--- config.mk ---
export PLATFORM = sky130hd
export DESIGN_NAME = axi_master_rd_burst_flat
export DESIGN_NICKNAME = d
export VERILOG_FILES = /design/src/rtl/axi_rd_pkg.sv /design/src/rtl/axi_master_rd_burst_if.sv /design/src/rtl/axi_rd_burst_len.sv /design/src/rtl/axi_master_rd_burst.sv /design/src/flat_wrapper.sv
export SDC_FILE = /design/constraint.sdc
export NUM_CORES = 1
export LEC_CHECK = 0
export ABC_AREA = 1
export CAP_MARGIN = 20
export CORE_MARGIN = 2
export CORE_UTILIZATION = 46
export CTS_CLUSTER_DIAMETER = 60
export DETAILED_ROUTE_END_ITERATION = 6
export PLACE_DENSITY = 0.85
export SLEW_MARGIN = 20
export SYNTH_ARGS = -nofsm -noshare
export SYNTH_HDL_FRONTEND = slang
export SYNTH_SLANG_ARGS = --single-unit
--- constraint.sdc ---
create_clock -name clk -period 5.4 [get_ports clk]
set_clock_uncertainty 0.1 [all_clocks]
set_input_delay 0.54 -clock clk [delete_from_list [all_inputs] [get_ports clk]]
set_output_delay 0.54 -clock clk [all_outputs]
set_load 0.05 [all_outputs]
--- src/rtl/axi_rd_pkg.sv ---
// Shared definitions for the AXI4 burst read master.
//   AXI_BURST_INCR      : ARBURST encoding for incrementing bursts
//   RESP_*              : RRESP encodings
//   BOUNDARY_4K         : bursts may not cross a multiple of this byte address
//   AXI_CACHE_DEFAULT   : ARCACHE value (modifiable, bufferable)
//   rd_state_e          : read master FSM states
//   axi_size()          : ARSIZE for a given data width in bits
package axi_rd_pkg;

  localparam logic [1:0] AXI_BURST_INCR = 2'b01;

  localparam logic [1:0] RESP_OKAY   = 2'b00;
  localparam logic [1:0] RESP_EXOKAY = 2'b01;
  localparam logic [1:0] RESP_SLVERR = 2'b10;
  localparam logic [1:0] RESP_DECERR = 2'b11;

  localparam int unsigned BOUNDARY_4K = 4096;

  localparam logic [3:0] AXI_CACHE_DEFAULT = 4'b0011;

  typedef enum logic [1:0] {
    StIdle,
    StAr,
    StR,
    StDone
  } rd_state_e;

  // log2 of the bus width in bytes
  function automatic int unsigned axi_size(input int unsigned data_w);
    return $clog2(data_w / 8);
  endfunction

endpackage

--- src/rtl/axi_master_rd_burst_if.sv ---
// AXI4 read-address and read-data channels between a read master and a slave.
//   master modport : drives AR payload/valid and rready; receives arready and R payload/valid
//   slave modport  : the mirror image
interface axi_master_rd_burst_if #(
  parameter int unsigned ADDR_W = 30,
  parameter int unsigned DATA_W = 64
);

  logic [3:0]        arid;
  logic [ADDR_W-1:0] araddr;
  logic [7:0]        arlen;
  logic [2:0]        arsize;
  logic [1:0]        arburst;
  logic              arlock;
  logic [3:0]        arcache;
  logic [2:0]        arprot;
  logic [3:0]        arqos;
  logic              arvalid;
  logic              arready;
  logic [DATA_W-1:0] rdata;
  logic [1:0]        rresp;
  logic              rlast;
  logic              rvalid;
  logic              rready;

  modport master (
    output arid, araddr, arlen, arsize, arburst, arlock, arcache, arprot, arqos, arvalid,
    output rready,
    input  arready, rdata, rresp, rlast, rvalid
  );

  modport slave (
    input  arid, araddr, arlen, arsize, arburst, arlock, arcache, arprot, arqos, arvalid,
    input  rready,
    output arready, rdata, rresp, rlast, rvalid
  );

endinterface

--- src/rtl/axi_rd_burst_len.sv ---
// Burst length calculator (combinational).
//   addr_lo   in  12      low 12 bits of the (bus-aligned) burst start address
//   remaining in  CNT_W   beats still to be requested (non-zero when the result is used)
//   arlen     out 8       min(remaining, MAX_BURST, beats left before the 4 KB boundary) - 1
module axi_rd_burst_len
  import axi_rd_pkg::*;
#(
  parameter int unsigned DATA_W    = 64,
  parameter int unsigned CNT_W     = 16,
  parameter int unsigned MAX_BURST = 16
) (
  input  logic [11:0]      addr_lo,
  input  logic [CNT_W-1:0] remaining,
  output logic [7:0]       arlen
);

  localparam int unsigned SizeLog2 = axi_size(DATA_W);

  logic [12:0] to_4k;
  logic [31:0] bound_beats;
  logic [31:0] rem_beats;
  logic [31:0] n_beats;

  always_comb begin
    to_4k       = 13'(BOUNDARY_4K) - {1'b0, addr_lo};
    bound_beats = 32'(to_4k >> SizeLog2);
    rem_beats   = 32'(remaining);
    n_beats     = 32'(MAX_BURST);
    if (rem_beats < n_beats) begin
      n_beats = rem_beats;
    end
    if (bound_beats < n_beats) begin
      n_beats = bound_beats;
    end
    arlen = 8'(n_beats - 32'd1);
  end

endmodule

--- src/rtl/axi_master_rd_burst.sv ---
// AXI4 read master: splits one user request of rd_beats beats into INCR bursts of at most
// MAX_BURST beats that never cross a 4 KB boundary, one burst outstanding at a time, and
// streams the returned data to the user.
//   clk, rst                  clock, synchronous active-high reset
//   rd_start/rd_addr/rd_beats request (sampled only while rd_ready)
//   rd_ready                  idle, request accepted
//   rd_data/rd_valid          read data stream, rd_data_ready is its back-pressure
//   rd_done                   one-cycle pulse when the whole request is finished
//   rd_err                    sticky error (only with AXI_RD_RESP_CHECK_EN)
//   m_axi                     AXI4 AR/R master port
// Build option: define AXI_RD_RESP_CHECK_EN to add rd_err with RRESP and RLAST checking;
// without it RRESP and RLAST are ignored.
module axi_master_rd_burst
  import axi_rd_pkg::*;
#(
  parameter int unsigned ADDR_W    = 30,
  parameter int unsigned DATA_W    = 64,
  parameter int unsigned CNT_W     = 16,
  parameter int unsigned MAX_BURST = 16,
  parameter int unsigned AXI_ID    = 0
) (
  input  logic                 clk,
  input  logic                 rst,
  input  logic                 rd_start,
  input  logic [ADDR_W-1:0]    rd_addr,
  input  logic [CNT_W-1:0]     rd_beats,
  output logic                 rd_ready,
  output logic [DATA_W-1:0]    rd_data,
  output logic                 rd_valid,
  input  logic                 rd_data_ready,
  output logic                 rd_done,
`ifdef AXI_RD_RESP_CHECK_EN
  output logic                 rd_err,
`endif
  axi_master_rd_burst_if.master m_axi
);

  localparam int unsigned SizeLog2 = axi_size(DATA_W);
  localparam logic [ADDR_W-1:0] AlignMask = {ADDR_W{1'b1}} << SizeLog2;

  rd_state_e         st_q;
  logic [ADDR_W-1:0] araddr_q;
  logic [7:0]        arlen_q;
  logic              arvalid_q;
  logic              r_phase_q;
  logic              rd_ready_q;
  logic              rd_done_q;
  logic [CNT_W-1:0]  remaining_q;
  logic [CNT_W-1:0]  beat_cnt_q;

  logic [ADDR_W-1:0] next_addr;
  logic [CNT_W-1:0]  next_remaining;
  logic [ADDR_W-1:0] len_addr;
  logic [CNT_W-1:0]  len_remaining;
  logic [7:0]        len_arlen;
  logic              r_hs;
  logic              last_beat;

  // The burst length is computed for whichever burst is about to be issued: the first one
  // straight from the request inputs, later ones from the post-burst address/remaining.
  always_comb begin
    r_hs           = r_phase_q & m_axi.rvalid & rd_data_ready;
    last_beat      = (beat_cnt_q == CNT_W'(1));
    next_addr      = araddr_q + ((ADDR_W'(arlen_q) + ADDR_W'(1)) << SizeLog2);
    next_remaining = remaining_q - (CNT_W'(arlen_q) + CNT_W'(1));
    if (st_q == StIdle) begin
      len_addr      = rd_addr & AlignMask;
      len_remaining = rd_beats;
    end else begin
      len_addr      = next_addr;
      len_remaining = next_remaining;
    end
  end

  axi_rd_burst_len #(
    .DATA_W   (DATA_W),
    .CNT_W    (CNT_W),
    .MAX_BURST(MAX_BURST)
  ) u_burst_len (
    .addr_lo  (len_addr[11:0]),
    .remaining(len_remaining),
    .arlen    (len_arlen)
  );

`ifdef AXI_RD_RESP_CHECK_EN
  logic err_q;
  assign rd_err = err_q;
`else
  logic unused_r_status;
  assign unused_r_status = ^{m_axi.rresp, m_axi.rlast};
`endif

  always_ff @(posedge clk) begin
    if (rst) begin
      st_q        <= StIdle;
      araddr_q    <= '0;
      arlen_q     <= '0;
      arvalid_q   <= 1'b0;
      r_phase_q   <= 1'b0;
      rd_ready_q  <= 1'b1;
      rd_done_q   <= 1'b0;
      remaining_q <= '0;
      beat_cnt_q  <= '0;
`ifdef AXI_RD_RESP_CHECK_EN
      err_q       <= 1'b0;
`endif
    end else begin
      rd_done_q <= 1'b0;
      unique case (st_q)
        StIdle: begin
          if (rd_start) begin
            rd_ready_q <= 1'b0;
`ifdef AXI_RD_RESP_CHECK_EN
            err_q      <= 1'b0;
`endif
            if (rd_beats != '0) begin
              araddr_q    <= len_addr;
              arlen_q     <= len_arlen;
              arvalid_q   <= 1'b1;
              remaining_q <= rd_beats;
              st_q        <= StAr;
            end else begin
              rd_done_q <= 1'b1;
              st_q      <= StDone;
            end
          end
        end
        StAr: begin
          if (m_axi.arready) begin
            arvalid_q  <= 1'b0;
            r_phase_q  <= 1'b1;
            beat_cnt_q <= CNT_W'(arlen_q) + CNT_W'(1);
            st_q       <= StR;
          end
        end
        StR: begin
          if (r_hs) begin
            beat_cnt_q <= beat_cnt_q - CNT_W'(1);
`ifdef AXI_RD_RESP_CHECK_EN
            if (m_axi.rresp[1] || (m_axi.rlast != last_beat)) begin
              err_q <= 1'b1;
            end
`endif
            if (last_beat) begin
              r_phase_q   <= 1'b0;
              remaining_q <= next_remaining;
              if (next_remaining != '0) begin
                araddr_q  <= len_addr;
                arlen_q   <= len_arlen;
                arvalid_q <= 1'b1;
                st_q      <= StAr;
              end else begin
                rd_done_q <= 1'b1;
                st_q      <= StDone;
              end
            end
          end
        end
        StDone: begin
          rd_ready_q <= 1'b1;
          st_q       <= StIdle;
        end
        default: st_q <= StIdle;
      endcase
    end
  end

  assign rd_ready = rd_ready_q;
  assign rd_done  = rd_done_q;
  assign rd_data  = m_axi.rdata;
  // Data path is a pass-through gated by the R phase so beats are never buffered.
  assign rd_valid = r_phase_q & m_axi.rvalid;

  assign m_axi.arid    = 4'(AXI_ID);
  assign m_axi.araddr  = araddr_q;
  assign m_axi.arlen   = arlen_q;
  assign m_axi.arsize  = 3'(SizeLog2);
  assign m_axi.arburst = AXI_BURST_INCR;
  assign m_axi.arlock  = 1'b0;
  assign m_axi.arcache = AXI_CACHE_DEFAULT;
  assign m_axi.arprot  = 3'b000;
  assign m_axi.arqos   = 4'b0000;
  assign m_axi.arvalid = arvalid_q;
  assign m_axi.rready  = r_phase_q & rd_data_ready;

endmodule

--- src/flat_wrapper.sv ---
// flat-port wrapper written by rule: the top's interface ports become plain ports
module axi_master_rd_burst_flat import axi_rd_pkg::*;
#(
  parameter int unsigned ADDR_W    = 30,
  parameter int unsigned DATA_W    = 64,
  parameter int unsigned CNT_W     = 16,
  parameter int unsigned MAX_BURST = 16,
  parameter int unsigned AXI_ID    = 0
)
  (clk, rst, rd_start, rd_addr, rd_beats, rd_ready, rd_data, rd_valid, rd_data_ready, rd_done, m_axi_arid, m_axi_araddr, m_axi_arlen, m_axi_arsize, m_axi_arburst, m_axi_arlock, m_axi_arcache, m_axi_arprot, m_axi_arqos, m_axi_arvalid, m_axi_rready, m_axi_arready, m_axi_rdata, m_axi_rresp, m_axi_rlast, m_axi_rvalid);
  axi_master_rd_burst_if #(.ADDR_W(ADDR_W), .DATA_W(DATA_W)) m_axi_i ();
  input  logic clk;
  input  logic rst;
  input  logic rd_start;
  input  logic [ADDR_W-1:0] rd_addr;
  input  logic [CNT_W-1:0] rd_beats;
  output logic rd_ready;
  output logic [DATA_W-1:0] rd_data;
  output logic rd_valid;
  input  logic rd_data_ready;
  output logic rd_done;
  output wire logic [$bits(m_axi_i.arid)-1:0] m_axi_arid;
  output wire logic [$bits(m_axi_i.araddr)-1:0] m_axi_araddr;
  output wire logic [$bits(m_axi_i.arlen)-1:0] m_axi_arlen;
  output wire logic [$bits(m_axi_i.arsize)-1:0] m_axi_arsize;
  output wire logic [$bits(m_axi_i.arburst)-1:0] m_axi_arburst;
  output wire logic [$bits(m_axi_i.arlock)-1:0] m_axi_arlock;
  output wire logic [$bits(m_axi_i.arcache)-1:0] m_axi_arcache;
  output wire logic [$bits(m_axi_i.arprot)-1:0] m_axi_arprot;
  output wire logic [$bits(m_axi_i.arqos)-1:0] m_axi_arqos;
  output wire logic [$bits(m_axi_i.arvalid)-1:0] m_axi_arvalid;
  output wire logic [$bits(m_axi_i.rready)-1:0] m_axi_rready;
  input wire logic [$bits(m_axi_i.arready)-1:0] m_axi_arready;
  input wire logic [$bits(m_axi_i.rdata)-1:0] m_axi_rdata;
  input wire logic [$bits(m_axi_i.rresp)-1:0] m_axi_rresp;
  input wire logic [$bits(m_axi_i.rlast)-1:0] m_axi_rlast;
  input wire logic [$bits(m_axi_i.rvalid)-1:0] m_axi_rvalid;
  assign m_axi_arid = m_axi_i.arid;
  assign m_axi_araddr = m_axi_i.araddr;
  assign m_axi_arlen = m_axi_i.arlen;
  assign m_axi_arsize = m_axi_i.arsize;
  assign m_axi_arburst = m_axi_i.arburst;
  assign m_axi_arlock = m_axi_i.arlock;
  assign m_axi_arcache = m_axi_i.arcache;
  assign m_axi_arprot = m_axi_i.arprot;
  assign m_axi_arqos = m_axi_i.arqos;
  assign m_axi_arvalid = m_axi_i.arvalid;
  assign m_axi_rready = m_axi_i.rready;
  assign m_axi_i.arready = m_axi_arready;
  assign m_axi_i.rdata = m_axi_rdata;
  assign m_axi_i.rresp = m_axi_rresp;
  assign m_axi_i.rlast = m_axi_rlast;
  assign m_axi_i.rvalid = m_axi_rvalid;
  axi_master_rd_burst #(.ADDR_W(ADDR_W), .DATA_W(DATA_W), .CNT_W(CNT_W), .MAX_BURST(MAX_BURST), .AXI_ID(AXI_ID)) u_core (.clk(clk), .rst(rst), .rd_start(rd_start), .rd_addr(rd_addr), .rd_beats(rd_beats), .rd_ready(rd_ready), .rd_data(rd_data), .rd_valid(rd_valid), .rd_data_ready(rd_data_ready), .rd_done(rd_done), .m_axi(m_axi_i));
endmodule
==> impl_metrics.env, run 1 <==
export IMPL_first_global_vias=6253
export IMPL_power_share_clock_pct=11.0
export IMPL_placement_cell_area_um2=7270
export IMPL_clock_fmax_mhz=201
export IMPL_dp_hpwl_um=13500
export IMPL_cts_buffers=9
export IMPL_timing_reg2reg_worst_path_depth=33
export IMPL_dieHeight_um=125
export IMPL_post_synth_top_count_cell="sky130_fd_sc_hd__nand2_1"
export IMPL_clock_sink_count=76
export IMPL_first_iter_violations=409
export IMPL_synth_ff_latch_count=76
export IMPL_setup_tns_final_ns=0
export IMPL_ys_top_cells_by_area="sky130_fd_sc_hd__dfxtp_1 23%, sky130_fd_sc_hd__nand2_1 14%, sky130_fd_sc_hd__buf_4 9.5%, sky130_fd_sc_hd__inv_1 7.6%, sky130_fd_sc_hd__nand3_1 5.7%"
export IMPL_power_density_nw_per_um2=717
export IMPL_required_time_of_the_critical_path_ns=5.55
export IMPL_cts_max_level=3
export IMPL_seq_power_share_pct=18.4
export IMPL_final_max_slew_violation_count=0
export IMPL_syn_inst=1089
export IMPL_cts_path_max_buffers=2
export IMPL_power_combinational_fraction_pct=70.5
export IMPL_run_status="completed"
export IMPL_power_static_leakage_nw=3.49
export IMPL_yosysTopAreaCellShare_pct=22.6
export IMPL_final_design_area_no_fill_um2=7570
export IMPL_max_slew_margin_rel_pct=31.4
export IMPL_routed_wl_um=18100
export IMPL_critPathLaunchType="flip-flop"
export IMPL_synth_cell_type_count=49
export IMPL_critPathMostFrequentCell="sky130_fd_sc_hd__nand2_1"
export IMPL_syn_area_per_cell_um2=6.17
export IMPL_placement_setup_worst_slack_ns=0.253
export IMPL_gr_usage_all_layers_pct=22.8
export IMPL_max_fanout_on_critical_path=9
export IMPL_async_reset_ff_share_pct=0
export IMPL_worst_hold_path_stage_count=2
export IMPL_synth_edff_count=0
export IMPL_hold_bufs_inserted_after_cts=0
export IMPL_antenna_violating_nets_post_route=0
export IMPL_finish_net_count=1248
export IMPL_timing_critical_path_slowest_stage_cell="sky130_fd_sc_hd__dfxtp_2"
export IMPL_clkLatencyLatePin_ns=0.36
export IMPL_buffer_ports_inserted=91
export IMPL_power_switching_fraction_pct=57.0
export IMPL_fp_row_count=44
export IMPL_synthToLayoutAreaGrowth_pct=12.6
export IMPL_setup_ws_ns=0.432
export IMPL_coreArea_um2=14400
export IMPL_hold_path_class="reg2reg"
export IMPL_path_depth=33
export IMPL_drt_first_pass_iters=6
export IMPL_post_drt_wl_per_cell_um=13.9
export IMPL_clock_root_buffer="sky130_fd_sc_hd__clkbuf_16"
export IMPL_worst_path_largest_cell_delay_ns=0.39
export IMPL_die_x_um=125
export IMPL_synthDominantAreaCellType="sky130_fd_sc_hd__dfxtp_1"
export IMPL_largest_net_degree_at_the_start_of_global_routing=41
export IMPL_grt_first_pass_wirelength_um=29500
export IMPL_max_slew_worst_pin_slew_ns=1.03
export IMPL_critPathKind="reg2reg"
export IMPL_switchingPower_w=0.00309
export IMPL_internal_power_w=0.00233
export IMPL_starting_utilization_of_the_core_area_pct=46.6
export IMPL_synth_yosys_seq_area_share_pct=22.6
export IMPL_ys_dominant_reg_cell="sky130_fd_sc_hd__dfxtp_1"
export IMPL_tritoncts="done"
export IMPL_route_vias_total=6834
export IMPL_setup_violations=0
export IMPL_irDropWorstVdd_mv=0.363
export IMPL_setup_repair_after_global_routing_missed_its_margin="no"
export IMPL_dieArea_um2=15600
export IMPL_final_min_clock_period_ns=4.97
export IMPL_clock_slew_seen_by_the_registers_of_the_worst_setup_and_hold_paths_ns=0.07
export IMPL_timing_final_crit_share_pct=92.0
export IMPL_report_final_hold_viol_count=0
export IMPL_post_route_cells_drive_above_1_share_pct=9.52
export IMPL_global_placer_s_final_weighted_congestion=0.932
export IMPL_synth_cells_most_frequent="249 x sky130_fd_sc_hd__nand2_1, 136 x sky130_fd_sc_hd__inv_1, 98 x sky130_fd_sc_hd__nor2_1"
export IMPL_antenna_diode_count=0
export IMPL_critical_path_top_delay_family="simple AND/OR/NAND/NOR gates"
export IMPL_critPathCaptureType="flip-flop"
export IMPL_maxCapViolations=0
export IMPL_grt_overflow=0
export IMPL_cell_area_synth_um2=6720
export IMPL_post_route_drc_count=0
export IMPL_crit_arrival_ns=5.12
export IMPL_synth_yosys_warnings=0
export IMPL_routed_via_density=5.27
export IMPL_ioPinCount=247
export IMPL_worst_path_buf_inv=6
export IMPL_antenna_found_initial=0
[cell type report]
class	count	area (um^2)
well taps	184	230
repair buffers	100	978
clock buffers	9	225
flip-flops and latches	76	1520
fillers	1443	6860
clock inverters	7	57.6
multi-input cells	777	4010
inverters	144	543
[power by group through the flow]
stage | sequential (W) | combinational [W] | clock, W
2_1_floorplan | 0.00131 | 0.00269 | 0
3_3_place_gp | 0.000996 | 0.00369 | 0
3_5_place_dp | 0.00100 | 0.00377 | 0
4_1_cts | 0.000994 | 0.00379 | 0.000606
5_1_grt | 0.00103 | 0.00427 | 0.000629
6_report | 0.00100 | 0.00383 | 0.000599
[final timing paths]
check / to / slack (ns) / startpoint
hold reg to reg: u_core.m_axi.arvalid / 0.36 / u_core.m_axi.arvalid
setup reg to reg: u_core.m_axi.arlen[4] / 0.43 / u_core.m_axi.arlen[1]
setup / recovery: u_core.m_axi.arlen[4] / 0.43 / u_core.m_axi.arlen[1]
hold / removal: u_core.m_axi.arvalid / 0.36 / u_core.m_axi.arvalid
[flip-flops by register name, indices dropped and copies added (netlist names)]
signal and flops:
u_core.m_axi.araddr 30, u_core.r_phase_q 1, u_core.rd_ready 1, u_core.beat_cnt_q 16
u_core.st_q 2, u_core.remaining_q 16, u_core.m_axi.arlen 8, u_core.rd_done 1
u_core.m_axi.arvalid 1
[worst min-delay path: cells and delay by family, from the launching register on]
family	cells	cell delay [ns]
AO/OA/AOI/OAI	1	0.05
flip-flops	1	0.31
buffers and inverters	1	0.05
[cells in the final DEF (no fill, tap or decap), types with 17 or more instances in the layout]
cell                              Yosys  final
sky130_fd_sc_hd__nand4_1             18     18
sky130_fd_sc_hd__conb_1               2     26
sky130_fd_sc_hd__a21oi_1             74     74
sky130_fd_sc_hd__o21ai_0             59     59
sky130_fd_sc_hd__ha_1                19     19
sky130_fd_sc_hd__inv_1              136    135
sky130_fd_sc_hd__nand2_2             19     19
sky130_fd_sc_hd__nor2_2              13     17
sky130_fd_sc_hd__dfxtp_1             76     74
sky130_fd_sc_hd__clkdlybuf4s50_1      0     91
sky130_fd_sc_hd__nand2_1            249    249
sky130_fd_sc_hd__nor2_1              98     94
sky130_fd_sc_hd__nand3_1             77     77
[per-layer routing]
metal | GRT usage, % | vias to the layer above | wire length (um)
li1 | - | 3454 | -
met1 | 28.9 | 3106 | 8130
met2 | 38.1 | 229 | 8230
met3 | 5.63 | 45 | 1270
met4 | 7.06 | 0 | 431
met5 | 0 | - | 0
[timing repair]
action / in CTS / in global routing
buffers inserted: 0 / 0
resized for setup: 0 / 7
endpoints found under the setup margin: 0 / 7
[cell families (layout without fill, tap and decap cells)]
group                    after synthesis  after routing  share of synthesized area (%)
AO/OA/AOI/OAI                        188            188                           16.0
XOR/XNOR                              15             15                           1.95
adder cells (fa/ha/maj)               21             21                           4.13
buffers and inverters                260            260                           19.4
flip-flops                            76             76                           22.6
other                                  2             26                          0.112
AND/OR/NAND/NOR                      527            527                           35.8
[per-stage QoR]
step | hold slack, ns | power (W) | utilization (%) | std cells
floorplan | 0.343 | 0.00400 | - | 1113
global placement | 0.345 | 0.00469 | 50.4 | 1281
detailed placement | 0.347 | 0.00477 | 50.4 | 1281
CTS | 0.360 | 0.00539 | 52.3 | 1297
global route | 0.390 | 0.00593 | 52.5 | 1297
finish | 0.360 | 0.00543 | 52.5 | 1297
Power figures use the tool's default switching activity.
==> run 2, diff against run 1 <==
--- a/config.mk
+++ b/config.mk
@@ -7,7 +7,6 @@
 export LEC_CHECK = 0
 export ABC_AREA = 1
 export CAP_MARGIN = 20
-export CORE_MARGIN = 2
 export CORE_UTILIZATION = 46
 export CTS_CLUSTER_DIAMETER = 60
 export DETAILED_ROUTE_END_ITERATION = 6
==> run 2 against run 1 <==
Sequential cell count did not move. Utilization increased by 1.8 points. Sequential share of layout area shrank 0.14 points. Routed wire length down 2.3%. Cell area up 0.68%. Clock power is 7.3% higher. Critical endpoint unchanged. Largest power group unchanged. Highest routed layer unchanged.
==> impl_metrics.env, run 2 (synthesis gave the netlist of run 1 again) <==
export IMPL_dp_hpwl_um=13000
export IMPL_dieHeight_um=123
export IMPL_internal_power_w=0.00239
export IMPL_rr_startpoint="u_core.m_axi.arlen[1]"
export IMPL_cts_path_max_buffers=2
export IMPL_cts_max_level=3
export IMPL_final_min_clock_period_ns=4.99
export IMPL_fp_row_count=43
export IMPL_power_combinational_fraction_pct=69.9
export IMPL_post_route_drc_count=0
export IMPL_r2r_slack_ns=0.41
export IMPL_hold_ws_ns=0.355
export IMPL_run_status="completed"
export IMPL_clkLatencyLatePin_ns=0.35
export IMPL_clock_root_buffer="sky130_fd_sc_hd__clkbuf_16"
export IMPL_starting_utilization_of_the_core_area_pct=47.9
export IMPL_critPathKind="reg2reg"
export IMPL_timing_final_crit_share_pct=92.5
export IMPL_required_time_of_the_critical_path_ns=5.55
export IMPL_seq_power_share_pct=18.3
export IMPL_hold_path_class="reg2reg"
export IMPL_multi_input_comb_area_um2=4040
export IMPL_launching_element_of_the_worst_setup_path="u_core.m_axi.arlen[1]"
export IMPL_drt_first_pass_iters=5
export IMPL_setup_tns_final_ns=0
export IMPL_first_iter_violations=509
export IMPL_max_slew_worst_pin_slew_ns=1.01
export IMPL_crit_arrival_ns=5.14
export IMPL_post_route_cells_drive_above_1_share_pct=9.79
export IMPL_antenna_found_initial=0
export IMPL_max_slew_margin_rel_pct=32.9
export IMPL_grt_overflow=0
export IMPL_setup_ws_ns=0.406
export IMPL_power_switching_fraction_pct=56.4
export IMPL_power_share_clock_pct=11.7
export IMPL_register_area_um2=1520
export IMPL_clock_slew_seen_by_the_registers_of_the_worst_setup_and_hold_paths_ns=0.06
export IMPL_post_place_cells=1277
export IMPL_finish_net_count=1248
export IMPL_clock_fmax_mhz=200
export IMPL_worst_path_largest_cell_delay_ns=0.39
export IMPL_placement_setup_worst_slack_ns=0.278
export IMPL_largest_net_degree_at_the_start_of_global_routing=41
export IMPL_max_fanout_on_critical_path=9
export IMPL_global_placer_s_final_weighted_congestion=0.905
export IMPL_ioPinCount=247
export IMPL_layout_cells_non_filler=1293
export IMPL_setup_repair_after_global_routing_missed_its_margin="no"
export IMPL_setup_violations=0
export IMPL_timing_critical_path_slowest_stage_cell="sky130_fd_sc_hd__dfxtp_2"
export IMPL_most_common_layout_cells="249 x sky130_fd_sc_hd__nand2_1, 135 x sky130_fd_sc_hd__inv_1, 94 x sky130_fd_sc_hd__nor2_1, 91 x sky130_fd_sc_hd__clkdlybuf4s50_1, 77 x sky130_fd_sc_hd__nand3_1"
export IMPL_power_static_leakage_nw=3.51
export IMPL_buffer_ports_inserted=91
export IMPL_die_x_um=123
export IMPL_power_density_nw_per_um2=720
export IMPL_gr_usage_all_layers_pct=24.1
export IMPL_report_final_hold_viol_count=0
export IMPL_critPathMostFrequentCell="sky130_fd_sc_hd__nand2_1"
export IMPL_antenna_violating_nets_post_route=0
export IMPL_worst_hold_startpoint="u_core.m_axi.arvalid"
export IMPL_switchingPower_w=0.00309
export IMPL_synthToLayoutAreaGrowth_pct=13.3
export IMPL_first_global_vias=6277
export IMPL_routed_via_density=5.30
export IMPL_coreArea_um2=14000
export IMPL_post_drt_wl_per_cell_um=13.6
export IMPL_dieArea_um2=15100
export IMPL_critPathCaptureType="flip-flop"
export IMPL_tritoncts="done"
export IMPL_route_vias_total=6851
export IMPL_critPathLaunchType="flip-flop"
export IMPL_routed_wl_um=17600
export IMPL_placement_cell_area_um2=7260
export IMPL_final_max_slew_violation_count=0
export IMPL_post_cts_buffers=0
export IMPL_n_fill_cell=1339
export IMPL_final_design_area_no_fill_um2=7620
export IMPL_irDropWorstVdd_mv=0.381
export IMPL_antenna_diode_count=0
export IMPL_clock_sink_count=76
export IMPL_cts_buffers=9
export IMPL_maxCapViolations=0
export IMPL_grt_first_pass_wirelength_um=28800
export IMPL_largest_register_ffs=30
export IMPL_final_common_cell="sky130_fd_sc_hd__nand2_1"
-- run 2: worst paths after layout --
path | to | cells after the start
max reg2reg | u_core.m_axi.arlen[4] | 35
min reg2reg | u_core.m_axi.arvalid | 2
min | u_core.m_axi.arvalid | 2
max | u_core.m_axi.arlen[4] | 35
-- run 2: critical path: cells and delay by family, from the launching register on --
kind | cells | cell delay, ns
compound gates | 4 | 0.72
simple gates | 21 | 2.07
buf+inv | 6 | 0.48
flops | 1 | 0.39
fa+ha+maj | 4 | 1.10
-- run 2: what timing repair did --
action,4_1_cts,5_1_grt
endpoints found under the setup margin,0,7
gates resized for setup,0,13
hold endpoints to repair,0,0
hold buffers,0,0
-- run 2: layout make-up --
| cell class | count | share of cell area (%) |
|---|---|---|
| clock buffers | 9 | 2.96 |
| clock inverters | 7 | 1.10 |
| inverters | 144 | 7.16 |
| multi-input cells | 777 | 53.0 |
| flip-flops and latches | 76 | 20.0 |
| well taps | 180 | 2.96 |
| repair buffers | 100 | 12.8 |
-- run 2: power groups by stage --
stage	combinational (W)	clock [W]	sequential (W)
global placement	0.00369	0	0.000998
global route	0.00429	0.000673	0.00103
floorplan	0.00269	0	0.00131
finish	0.00383	0.000643	0.00101
detailed placement	0.00374	0	0.00100
CTS	0.00378	0.000647	0.000994
-- run 2: metal layers --
layer  track usage (%)  routed length (um)  vias up
li1                  -                   -     3453
met1              30.7                7810     3062
met2              39.7                7930      295
met3              5.72                1460       41
met4              8.08                 442        0
met5                 0                   0        -
-- run 2: stage by stage --
step                      total power [W]  utilization, %
after detailed placement          0.00474            51.7
after floorplan                   0.00400               -
after CTS                         0.00542            53.9
after global placement            0.00469            51.7
after global routing              0.00600            54.2
final                             0.00548            54.2
